## src/rtl/axis_frame_arb_pkg.sv

```systemverilog
// Shared types and constants for the axis_frame_arb frame arbiter.
package axis_frame_arb_pkg;

    localparam int CFG_LINES_W = 12;
    localparam int NS_MAX      = 4;
    localparam int GRANT_W     = 2;

    typedef enum logic {
        ST_ARB  = 1'b0,
        ST_PASS = 1'b1
    } state_t;

    // A programmed line count of zero still means a one-line frame.
    function automatic logic [CFG_LINES_W-1:0] eff_lines(input logic [CFG_LINES_W-1:0] lines);
        return (lines == '0) ? CFG_LINES_W'(1) : lines;
    endfunction

endpackage

```

## src/rtl/axis_frame_arb_rr_arbiter.sv

```systemverilog
// Round-robin arbiter: one-hot grant to the first requester after last_i.
module rr_arbiter
    import axis_frame_arb_pkg::*;
#(
    parameter int NS = 2
) (
    input  logic [NS-1:0]      req_i,
    input  logic [GRANT_W-1:0] last_i,
    output logic [NS-1:0]      gnt_o
);

    logic found;

    // Visit sources at rotating offsets 1..NS from the last grant; first hit wins.
    always_comb begin
        gnt_o = '0;
        found = 1'b0;
        for (int off = 1; off <= NS; off++) begin
            for (int i = 0; i < NS; i++) begin
                if (!found && req_i[i] && (i == ((int'(last_i) + off) % NS))) begin
                    gnt_o[i] = 1'b1;
                    found    = 1'b1;
                end
            end
        end
    end

endmodule

```

## src/rtl/axis_frame_arb.sv

```systemverilog
// Frame-level AXI-Stream video arbiter: merges NS sources, one whole frame at a time.
// Optional per-source discard counters enabled by macro AXIS_FRAME_ARB_STATS_EN.
module axis_frame_arb
    import axis_frame_arb_pkg::*;
#(
    parameter int DW = 32,
    parameter int NS = 2
) (
    input  logic                   ACLK,
    input  logic                   ARESET,
    input  logic                   cfg_en,
    input  logic [CFG_LINES_W-1:0] cfg_lines,
    input  logic [NS*DW-1:0]       s_tdata,
    input  logic [NS*4-1:0]        s_tkeep,
    input  logic [NS-1:0]          s_tlast,
    input  logic [NS-1:0]          s_tuser,
    input  logic [NS-1:0]          s_tvalid,
    output logic [NS-1:0]          s_tready,
    output logic [DW-1:0]          m_tdata,
    output logic [3:0]             m_tkeep,
    output logic                   m_tlast,
    output logic                   m_tuser,
    output logic                   m_tvalid,
    input  logic                   m_tready,
    output logic [GRANT_W-1:0]     st_grant,
    output logic                   st_busy,
`ifdef AXIS_FRAME_ARB_STATS_EN
    output logic [NS*16-1:0]       st_drops,
`endif
    output logic [15:0]            st_frames
);

    // Handshake: a beat moves when valid and ready are both high on a rising
    // edge; valid never depends on ready, and in PASS ready follows m_tready.

    state_t                 state_q, state_d;
    logic [GRANT_W-1:0]     grant_q, grant_d;
    logic [GRANT_W-1:0]     last_q, last_d;
    logic [CFG_LINES_W-1:0] lines_q, lines_d;
    logic [CFG_LINES_W-1:0] cnt_q, cnt_d;
    logic [15:0]            frames_q, frames_d;

    logic [NS-1:0]          sof_req;
    logic [NS-1:0]          win_oh;
    logic [GRANT_W-1:0]     win_idx;

    logic [DW-1:0]          sel_data;
    logic [3:0]             sel_keep;
    logic                   sel_last;
    logic                   sel_user;
    logic                   sel_valid;

    assign sof_req = s_tvalid & s_tuser;

    rr_arbiter #(.NS(NS)) u_rr (
        .req_i  (sof_req),
        .last_i (last_q),
        .gnt_o  (win_oh)
    );

    always_comb begin
        win_idx = '0;
        for (int i = 0; i < NS; i++) begin
            if (win_oh[i]) win_idx = GRANT_W'(i);
        end
    end

    always_comb begin
        sel_data  = '0;
        sel_keep  = '0;
        sel_last  = 1'b0;
        sel_user  = 1'b0;
        sel_valid = 1'b0;
        for (int i = 0; i < NS; i++) begin
            if (grant_q == GRANT_W'(i)) begin
                sel_data  = s_tdata[i*DW +: DW];
                sel_keep  = s_tkeep[i*4 +: 4];
                sel_last  = s_tlast[i];
                sel_user  = s_tuser[i];
                sel_valid = s_tvalid[i];
            end
        end
    end

    always_comb begin
        state_d  = state_q;
        grant_d  = grant_q;
        last_d   = last_q;
        lines_d  = lines_q;
        cnt_d    = cnt_q;
        frames_d = frames_q;
        s_tready = '0;
        m_tdata  = '0;
        m_tkeep  = '0;
        m_tlast  = 1'b0;
        m_tuser  = 1'b0;
        m_tvalid = 1'b0;

        case (state_q)
            ST_ARB: begin
                // SOF beats wait for a grant; anything else is a stale partial frame.
                s_tready = ~s_tuser;
                if (cfg_en && (|sof_req)) begin
                    state_d = ST_PASS;
                    grant_d = win_idx;
                    last_d  = win_idx;
                    lines_d = eff_lines(cfg_lines);
                    cnt_d   = '0;
                end
            end
            ST_PASS: begin
                m_tdata  = sel_data;
                m_tkeep  = sel_keep;
                m_tlast  = sel_last;
                m_tuser  = sel_user;
                m_tvalid = sel_valid;
                for (int i = 0; i < NS; i++) begin
                    if (grant_q == GRANT_W'(i)) s_tready[i] = m_tready;
                end
                if (sel_valid && m_tready && sel_last) begin
                    if (cnt_q + 1'b1 == lines_q) begin
                        state_d  = ST_ARB;
                        cnt_d    = '0;
                        frames_d = frames_q + 16'd1;
                    end else begin
                        cnt_d = cnt_q + 1'b1;
                    end
                end
            end
            default: state_d = ST_ARB;
        endcase
    end

    always_ff @(posedge ACLK) begin
        if (ARESET) begin
            state_q  <= ST_ARB;
            grant_q  <= '0;
            last_q   <= GRANT_W'(NS - 1);
            lines_q  <= CFG_LINES_W'(1);
            cnt_q    <= '0;
            frames_q <= '0;
        end else begin
            state_q  <= state_d;
            grant_q  <= grant_d;
            last_q   <= last_d;
            lines_q  <= lines_d;
            cnt_q    <= cnt_d;
            frames_q <= frames_d;
        end
    end

    assign st_grant  = grant_q;
    assign st_busy   = (state_q == ST_PASS);
    assign st_frames = frames_q;

`ifdef AXIS_FRAME_ARB_STATS_EN
    logic [15:0] drops_q [NS];

    always_ff @(posedge ACLK) begin
        for (int i = 0; i < NS; i++) begin
            if (ARESET) begin
                drops_q[i] <= '0;
            end else if (state_q == ST_ARB && s_tvalid[i] && !s_tuser[i]) begin
                drops_q[i] <= drops_q[i] + 16'd1;
            end
        end
    end

    always_comb begin
        st_drops = '0;
        for (int i = 0; i < NS; i++) begin
            st_drops[i*16 +: 16] = drops_q[i];
        end
    end
`endif

endmodule
```

## config.mk

```make
export PLATFORM = sky130hd
export DESIGN_NAME = axis_frame_arb
export DESIGN_NICKNAME = d
export VERILOG_FILES = /design/src/rtl/axis_frame_arb_pkg.sv /design/src/rtl/axis_frame_arb_rr_arbiter.sv /design/src/rtl/axis_frame_arb.sv
export SDC_FILE = /design/constraint.sdc
export NUM_CORES = 1
export LEC_CHECK = 0
export CAP_MARGIN = 20
export CORE_MARGIN = 3
export CORE_UTILIZATION = 40
export DETAILED_ROUTE_END_ITERATION = 7
export GPL_ROUTABILITY_DRIVEN = 0
export PLACE_DENSITY = 0.8
export SLEW_MARGIN = 20
export SYNTH_ARGS = -nofsm -noshare
export SYNTH_HDL_FRONTEND = slang
export SYNTH_SLANG_ARGS = --single-unit
```

## constraint.sdc

```tcl
create_clock -name ACLK -period 3.65 [get_ports ACLK]
set_input_delay 0.365 -clock ACLK [delete_from_list [all_inputs] [get_ports ACLK]]
set_output_delay 0.365 -clock ACLK [all_outputs]
set_load 0.05 [all_outputs]
```

==> metrics, run 1 <==
status=finished clean; Post-Synthesis Net Count=473; H-tree depth=2; Post-Synth Adder-Cell Area=1.220%; top_reg_cell synth=dfxtp_1; Pleak=1.663 nW; Final min period=3020 ps; Synth-to-Final Area Change=54.05%; vias in the first global route=2,987; Hold-fix buffers, CTS=0; xor-xnor portion of the synthesized cell area=4.555%; Critical Path AT=3260 ps; fin crit share=82.73%; std cell rows=31; dpl ws=669.1 ps; fin cells=616; Starting Density=41.75%; post-synthesis mux area share=17.28%; Clk Latency, worst-skew pair=300 ps; Buf/Inv on CP=1; ratio of cells with drive above 1 in the final layout=4.449%; number of distinct library cells after synthesis=51; Final Hold Vio Count=0; CP max-delay cell=dfxtp_1; clk sinks=43; top fanout value on the critical path=17; nature of the critical path endpoint=flip-flop; Clock Root Buffer=clkbuf_8; WS Path Type=reg -> reg; CTS tree=yes; Compound-Gate Fraction of Synth Area=14.23%; die footprint=0.008780 sq mm; largest family of logic cells by synthesized area=simple AND/OR/NAND/NOR gates; Mapped Avg Cell Area=8.183 sq um; RR Startpoint=cnt_q[0]; post-synth top area cell=dfxtp_1; worst min-delay path class=reg -> reg; post-CTS resize count=0; most common cell in the netlist=mux2i_1; Max Cap Viol=0; IO Pins=154; post-layout instance area=0.004740 sq mm; Final WS setup=630.3 ps; Overall Power=1.154 mW; peak supply drop=0.0002484 V; EDFF count, synth=0; synth cell count leaders=mux2i_1, dfxtp_1, nor2b_1, nor2_1, a21oi_1; nets@finish=613; Post-DP Area=0.004658 sq mm; hold_sp=last_q[0]; final setup TNS=0 ps; Total GRT Usage=21.45%; Post-Synth Simple-Gate Area=29.81%; Core ar.=0.007370 sq mm; clock tree buffer depth=2; clk slew on worst S/H paths=80 ps; Setup Skew=5.632 ps; Gate Count Post-Synth=376; Worst Path Required=3890 ps; DRT iter0 DRCs=138; final WL=9723 um; Avg WL per Cell=15.78 um; largest net degree at the start of global routing=41; die width=93.70 um; RSZ-0062 raised after global routing=false; Initial DRT Pass Iterations=4; CP Launch Type=flip-flop; DR DRC count=0; synth top area cells=dfxtp_1, mux2i_1, nor2b_1; CP delay by family, top=simple AND/OR/NAND/NOR gates; remaining antenna violation count=0; Fmax=0.3312 GHz; sequential share of the synthesized area=27.98%; initial antenna violation count=0; number of synthesized register bits=43; Critical Path, Cell by Cell=ha_1, or3b_1, a211oi_2, nor3_1, nor4_4, nand4_2, buf_4, or3_1, a21oi_1; first-pass GRT wire length=15,050 um; vias per inst=5.346; placed cells=608; warnings from Yosys=0; ys async rst share=0%; Final Max Tran Viols=0; Die Ht=93.70 um; # diodes=0; port buffer count=152; crit path launch=cnt_q[0]; worst stage delay on the critical path=440 ps; final setup vio count=0; Slew @ Worst Pin=578.2 ps; grt ovf=0; Rel. slew slack=61.46%; post-CTS setup buffer count=0; share of the synthesized area in the top cell type=27.98%; vias=3,293; pwr dens=243.5 mW/mm^2; CTS Buf Count=5; fill count=638; Cell Area, Synth=0.003077 sq mm; hpwl dp=7831 um
## registers in the layout (all words and copies together), names as in the netlist
signal	flops
last_q	1
st_busy	1
st_grant	1
st_frames	16
cnt_q	12
lines_q	12
## stage by stage
stage / util, % / hold WS, ps
after floorplan: - / 437.6
after global placement: 63.21 / 451.3
after global routing: 64.31 / 497.9
final: 64.31 / 481.1
after CTS: 64.31 / 480.9
after detailed placement: 63.21 / 460.6
## cell usage in the layout, fill, tap and decap left out, drive strengths merged, types with 3 or more instances in the layout
master / count
a211oi: 4
ha: 3
nor4: 5
xor2: 10
or4: 5
o31ai: 5
or3: 11
a221o: 3
nand2: 16
nand3: 17
a21oi: 22
nor2: 28
and3: 9
inv: 6
nor2b: 40
a22o: 5
nand2b: 4
clkbuf: 7
a31oi: 4
o21ai: 14
nor3: 4
dfxtp: 43
mux2i: 52
clkdlybuf4s50: 152
xnor2: 6
and4: 4
buf: 8
a21o: 3
nand4: 6
## layer usage
metal	up-vias	track usage, %	part of all wire (%)
li1	1625	-	-
met1	1543	25.54	40
met2	119	38.79	50
met3	6	5.128	8.5
met4	0	4.693	0.82
met5	-	0	0
## logic make-up (layout without fill, tap and decap cells)
kind of cell / after synthesis / after routing
AND/OR/NAND/NOR: 160 / 160
XOR/XNOR: 16 / 16
adder cells (fa/ha/maj): 3 / 3
AO/OA/AOI/OAI: 67 / 67
multiplexers: 53 / 53
flip-flops: 43 / 43
buffers and inverters: 33 / 174
other: 1 / 1
## cell type report
cell class / instances / area [sq um] / share of cell area, %
clock buffer: 7 / 76.32 / 1.610
clock inverter: 1 / 5.005 / 0.1056
inverter: 6 / 22.52 / 0.4752
multi-input combinational: 300 / 2068 / 43.64
sequential: 43 / 862.1 / 18.19
tap: 99 / 123.9 / 2.614
timing repair buffer: 160 / 1582 / 33.37
## report_power, final
group,switching (mW),internal (mW),total (mW)
combinational,0.184,0.187,0.371
clock,0.159,0.134,0.294
sequential,0.0112,0.478,0.489
## worst min-delay path: cells and delay by family (launching register included)
kind / cells / cell delay (ps)
AO/OA/AOI/OAI: 1 / 60
AND/OR/NAND/NOR: 1 / 60
flip-flops: 1 / 340
## path summary, 6_finish.rpt
check	to	slack, ps	cells past startpoint
max	st_frames[8]	630	9
min	last_q[0]	480	2
max reg2reg	st_frames[8]	630	9
min reg2reg	last_q[0]	480	2
Power figures use the tool's default switching activity.
==> run 2: changes to the inputs <==
--- a/config.mk
+++ b/config.mk
@@ -7,10 +7,10 @@
 export LEC_CHECK = 0
 export CAP_MARGIN = 20
 export CORE_MARGIN = 3
-export CORE_UTILIZATION = 40
+export CORE_UTILIZATION = 37
 export DETAILED_ROUTE_END_ITERATION = 7
 export GPL_ROUTABILITY_DRIVEN = 0
-export PLACE_DENSITY = 0.8
+export PLACE_DENSITY = 0.78
 export SLEW_MARGIN = 20
 export SYNTH_ARGS = -nofsm -noshare
 export SYNTH_HDL_FRONTEND = slang
==> constraint.sdc (replaced) <==
create_clock -name ACLK -period 2.75 [get_ports ACLK]
set_input_delay 0.275 -clock ACLK [delete_from_list [all_inputs] [get_ports ACLK]]
set_output_delay 0.275 -clock ACLK [all_outputs]
set_load 0.05 [all_outputs]
==> run 2 against run 1 <==
Net effect:
- register-to-register slack lost 540 ps
- combinational power is 35% higher
- via count increased by 1.5%
- core utilization down 3.0 points
- final cell count rose by 1.6%
- non-clock buffer count increased by 5
- sequential power grew 33%
- global-route usage fell by 0.22 points
- setup slack worse by 540 ps
- final area rose by 2.0%
- clock power rose by 68%
- sequential share of layout area shrank 0.27 points
==> metrics, run 2 (synthesized netlist as in run 1, its figures left out) <==
most frequent cells in the layout=clkdlybuf4s50_1, mux2i_1, nor2b_1, dfxtp_1, nor2_1; Synth-to-Final Area Change=57.06%; WS Path Type=reg -> reg; Final min period=2663 ps (-356.8 ps); clk sinks=43 (unchanged); Total GRT Usage=21.23% (-0.22 points); Critical Path AT=2900 ps (-360 ps); final setup TNS=0 ps (unchanged); Starting Density=39.01% (-2.7 points); CP Launch Type=flip-flop; Die Ht=97.19 um (+3.7%); final WL=10,250 um (+5.5%); Final Hold Vio Count=0 (unchanged); DRT iter0 DRCs=202 (+46%); clock tree buffer depth=2 (unchanged); worst reg2reg endpoint=st_frames[12]; max FFs per register=16 (unchanged); Hold-fix buffers, CTS=0 (unchanged); Comb pwr share=30.4% (-1.8 points); die width=97.19 um (+3.7%); Fmax=0.3755 GHz (+13%); Pleak=1.721 nW (+3.5%); H-tree depth=2 (unchanged); Final Max Tran Viols=0 (unchanged); ratio of cells with drive above 1 in the final layout=7.471% (+3.0 points); vias per inst=5.339 (-0.13%); std cell rows=32 (+3.2%); Rel. slew slack=63.47% (+2.0 points); Clock Root Buffer=clkbuf_8; Core ar.=0.007888 sq mm (+7.0%); die footprint=0.009446 sq mm (+7.6%); RR Startpoint=cnt_q[0]; peak supply drop=0.0003595 V (+45%); hold_sp=last_q[0]; top fanout value on the critical path=31 (+14); RSZ-0062 raised after global routing=false; R2R setup slack=90 ps (-540 ps); CTS tree=yes; final setup vio count=0 (unchanged); worst min-delay path class=reg -> reg; Worst R2R Path Depth=9 (unchanged); Final WS setup=87.10 ps (-543.2 ps); pwr dens=339.8 mW/mm^2 (+40%); Worst Hold Depth=2 (unchanged); initial antenna violation count=2 (+2); Slew @ Worst Pin=546.2 ps (-31.99 ps); clk slew on worst S/H paths=90 ps (about the same); hpwl dp=8135 um (+3.9%); CTS Buf Count=5 (unchanged); Max Cap Viol=0 (unchanged); storage element area=865.8 sq um (+0.44%); nature of the critical path endpoint=flip-flop; Setup Skew=9.449 ps (+3.816 ps); Avg WL per Cell=16.38 um (+3.8%); most common cell after layout, fill and taps aside=clkdlybuf4s50_1; Initial DRT Pass Iterations=4 (unchanged); largest net degree at the start of global routing=40 (-2.4%); remaining antenna violation count=0 (unchanged); nets@finish=618 (+0.82%); grt ovf=0 (unchanged); status=finished clean; sequential share of power=39.5% (-2.9 points); IO Pins=154 (unchanged); vias in the first global route=3,187 (+6.7%); clock power share=30.1% (+4.7 points); Net Switching=0.4877 mW (+38%); dpl ws=37.32 ps (-631.8 ps); fill count=682 (+6.9%); Clk Latency, worst-skew pair=300 ps (about the same); first-pass GRT wire length=16,370 um (+8.8%); WHS Endpoint=last_q[0]; Pint=1.154 mW (+44%); area taken by multi-input logic gates=0.002077 sq mm (+0.42%); DR DRC count=0 (unchanged); switch share=29.70% (-1.0 points); vias=3,342 (+1.5%); port buffer count=152 (unchanged); fin crit share=96.83% (+14 points); Worst Path Required=2990 ps (-900 ps)
## run 2: cell types whose count changed in the layout (fill, tap and decap cells not counted), sizes merged
| cell | previous run | this run |
|---|---|---|
| buf | 8 | 17 |
| bufinv | 0 | 1 |
| clkbuf | 7 | 5 |
| clkdlybuf4s50 | 152 | 148 |
| clkinv | 1 | 2 |
| diode | 0 | 2 |
## run 2: what timing repair did
action,in CTS,in global routing
gates resized for setup,0,4
setup buffers,0,0
setup endpoints to repair,0,4
## run 2: layout make-up
type | instances | share of cell area [%]
sequential | 43 | 17.92
antenna | 2 | 0.1036
clock inverter | 3 | 0.9063
clock buffer | 5 | 1.424
inverter | 6 | 0.4661
multi-input combinational | 300 | 42.98
tap | 102 | 2.641
timing repair buffer | 165 | 33.56
## run 2: stage by stage
| stage | hold WS (ps) | power, mW | cells | utilization (%) | instance area [sq um] |
|---|---|---|---|---|---|
| after detailed placement | 462.1 | 1.164 | 616 | 59.64 | 4705 |
| after floorplan | 422.2 | 0.9267 | 376 | - | 3079 |
| after global routing | 515.2 | 1.712 | 626 | 61.26 | 4832 |
| after CTS | 484.3 | 1.658 | 624 | 61.07 | 4817 |
| final | 489.2 | 1.642 | 626 | 61.26 | 4832 |
| after global placement | 451.4 | 1.156 | 616 | 59.64 | 4705 |
## run 2: critical path: stages, from the launching register on
cell and delay [ps]:
dfxtp_2 400, ha_1 190, or3b_1 370, a211oi_2 220, nor3_1 100, nor4_4 290
nand4_2 170, buf_12 190, or4_1 510, a21oi_1 150
## run 2: worst max path at each step
stage | depth (start not counted) | from | endpoint | slack, ps
after floorplan | 8 | st_grant[0] | st_frames[5] | 30
after global placement | 9 | cnt_q[0] | st_frames[14] | 170
after detailed placement | 9 | cnt_q[0] | st_frames[12] | 40
after CTS | 9 | cnt_q[0] | st_frames[12] | 20
after global routing | 9 | cnt_q[0] | st_frames[12] | 9
final | 9 | cnt_q[0] | st_frames[12] | 90
## run 2: routing by layer
layer	track usage [%]	wire length, um	vias up
met5	0	0	-
met4	7.127	208	0
met3	4.235	692	13
met2	37.21	5078	125
met1	25.82	4274	1562
li1	-	-	1642
## run 2: power groups by stage
stage / Combinational, mW / Sequential, mW / Clock, mW
2_1_floorplan: 0.264 / 0.662 / 0
3_3_place_gp: 0.494 / 0.662 / 0
3_5_place_dp: 0.502 / 0.662 / 0
4_1_cts: 0.503 / 0.648 / 0.507
5_1_grt: 0.530 / 0.650 / 0.533
6_report: 0.500 / 0.648 / 0.495
==> run 3: changes to the inputs <==
--- a/config.mk
+++ b/config.mk
@@ -6,7 +6,7 @@
 export NUM_CORES = 1
 export LEC_CHECK = 0
 export CAP_MARGIN = 20
-export CORE_MARGIN = 3
+export CORE_MARGIN = 2
 export CORE_UTILIZATION = 37
 export DETAILED_ROUTE_END_ITERATION = 7
 export GPL_ROUTABILITY_DRIVEN = 0
==> run 3 against run 2 <==
Net effect:
- core utilization decreased by 0.75 points
- sequential power about the same
- first-iteration DRC count decreased by 51%
- via count decreased by 0.15%
- highest routed layer unchanged
- sequential cell count unchanged
- largest cell class unchanged
- non-clock buffer count increased by 7
- global-route usage about the same
==> metrics, run 3 (synthesized netlist as in run 1, its figures left out) <==
largest net degree at the start of global routing=32 (-20%); R2R setup slack=80 ps (about the same); Critical Path, Cell by Cell=ha_2, xor2_1, a211oi_1, nand3_1, nor4_4, nand4_2, buf_12, buf_6, o31a_1, o21ba_2; fin cells=635 (+1.4%); fill count=722 (+5.9%); Total GRT Usage=21.18% (-0.044 points); post-layout instance area=0.004922 sq mm (+1.9%); nature of the critical path endpoint=flip-flop; CTS tree=yes; Post-DP Area=0.004746 sq mm (+0.88%); std cell rows=33 (+3.1%); vias per inst=5.255 (-1.6%); area taken by multi-input logic gates=0.002090 sq mm (+0.60%); remaining antenna violation count=0 (unchanged); port buffer count=152 (unchanged); status=finished clean; storage element area=869.6 sq um (+0.43%); top fanout value on the critical path=8 (-74%); first-pass GRT wire length=15,090 um (-7.8%); Comb pwr share=32.5% (+2.1 points); Levels on crit path=10 (+1); CP endpoint=st_frames[15]; sequential share of power=42.0% (+2.5 points); worst min-delay path class=reg -> reg; hold_ws=482.4 ps (-6.818 ps); WS Path Type=reg -> reg; dpl ws=95.11 ps (+57.79 ps); final core occ=60.51% (-0.75 points); Die Ht=95.19 um (-2.1%); DR DRC count=0 (unchanged); clk sinks=43 (unchanged); Worst Path Required=2950 ps (-40 ps); worst stage delay on the critical path=380 ps (-130 ps); CTS Buf Count=5 (unchanged); Avg WL per Cell=15.51 um (-5.3%); Final WS setup=81.25 ps (-5.851 ps); Worst Hold Depth=2 (unchanged); Core ar.=0.008134 sq mm (+3.1%); Max Cap Viol=0 (unchanged); Final Max Tran Viols=0 (unchanged); H-tree depth=2 (unchanged); Final Hold Vio Count=0 (unchanged); Initial DRT Pass Iterations=4 (unchanged); peak supply drop=0.0002514 V (-30%); IO Pins=154 (unchanged); clock power share=25.6% (-4.5 points); Setup Skew=7.089 ps (-2.359 ps); CP max-delay cell=dfxtp_2; die footprint=0.009061 sq mm (-4.1%); Worst R2R Path Depth=10 (+1); placed cells=620 (+0.65%); Net Switching=0.4795 mW (-1.7%); initial antenna violation count=1 (-1); clock tree buffer depth=2 (unchanged); Starting Density=37.82% (-1.2 points); worst reg2reg endpoint=st_frames[15]; Synth-to-Final Area Change=59.98%; most frequent cells in the layout=clkdlybuf4s50_1, mux2i_1, nor2b_1; Overall Power=1.550 mW (-5.6%); pwr dens=314.9 mW/mm^2 (-7.3%); Fmax=0.3747 GHz (-0.22%); Hold-fix buffers, CTS=0 (unchanged); most common cell after layout, fill and taps aside=clkdlybuf4s50_1; Final min period=2669 ps (+5.851 ps); Rel. slew slack=63.37% (-0.11 points); final setup vio count=0 (unchanged); clk slew on worst S/H paths=80 ps (about the same); fin crit share=97.05% (+0.21 points); hpwl dp=7700 um (-5.4%); Slew @ Worst Pin=547.8 ps (+1.622 ps); vias=3,337 (-0.15%); Buf/Inv on CP=2 (+1); crit path launch=cnt_q[1]; final WL=9850 um (-3.9%); vias in the first global route=3,082 (-3.3%); Critical Path AT=2870 ps (-30 ps); CP delay by family, top=compound AO/OA/AOI/OAI gates; CP Launch Type=flip-flop; Pint=1.070 mW (-7.3%); final setup TNS=0 ps (unchanged); grt ovf=0 (unchanged); ratio of cells with drive above 1 in the final layout=8.696% (+1.2 points); Clock Root Buffer=clkbuf_8; nets@finish=625 (+1.1%); Pleak=1.752 nW (+1.9%); switch share=30.94% (+1.2 points); DRT iter0 DRCs=98 (-51%); RR Startpoint=cnt_q[1]; die width=95.19 um (-2.1%); Clk Latency, worst-skew pair=300 ps (about the same); max FFs per register=16 (unchanged)
[run 3: cell type report]
class | count | area share (%)
well taps | 105 | 2.669
inverters | 6 | 0.4575
clock buffers | 7 | 1.551
multi-input cells | 300 | 42.45
repair buffers | 172 | 35.05
flip-flops and latches | 43 | 17.67
clock inverters | 1 | 0.1017
diodes | 1 | 0.05084
[run 3: worst min-delay path by stage]
stage                            start          to  slack [ps]
final                        last_q[0]   last_q[0]         480
after global placement       last_q[0]   last_q[0]         450
after detailed placement     last_q[0]   last_q[0]         460
after CTS                    last_q[0]   last_q[0]         480
after global routing         last_q[0]   last_q[0]         510
after floorplan           cfg_lines[7]  lines_q[7]         420
[run 3: per-layer routing]
| metal | GRT usage [%] | wire length, um |
|---|---|---|
| met1 | 22.20 | 3720 |
| met4 | 9.783 | 304 |
| met5 | 0 | 0 |
| met3 | 4.743 | 762 |
| met2 | 39.79 | 5062 |
[run 3: worst reg2reg max path, cell delays in order, from the launching register on]
cell      delay [ps]
dfxtp_2          380
ha_2             300
xor2_1           150
a211oi_1         240
nand3_1          160
nor4_4           370
nand4_2          190
buf_12           180
buf_6            130
o31a_1           290
o21ba_2          200
[run 3: timing repair]
action                     in CTS  in global routing
setup endpoints to repair       0                  4
resized for setup               0                 12
buffers inserted                0                  5
[run 3: power by group through the flow]
stage / clock network [mW] / registers [mW] / logic [mW]
2_1_floorplan: 0 / 0.662 / 0.264
3_3_place_gp: 0 / 0.665 / 0.494
3_5_place_dp: 0 / 0.666 / 0.501
4_1_cts: 0.402 / 0.651 / 0.502
5_1_grt: 0.434 / 0.653 / 0.535
6_report: 0.396 / 0.650 / 0.503
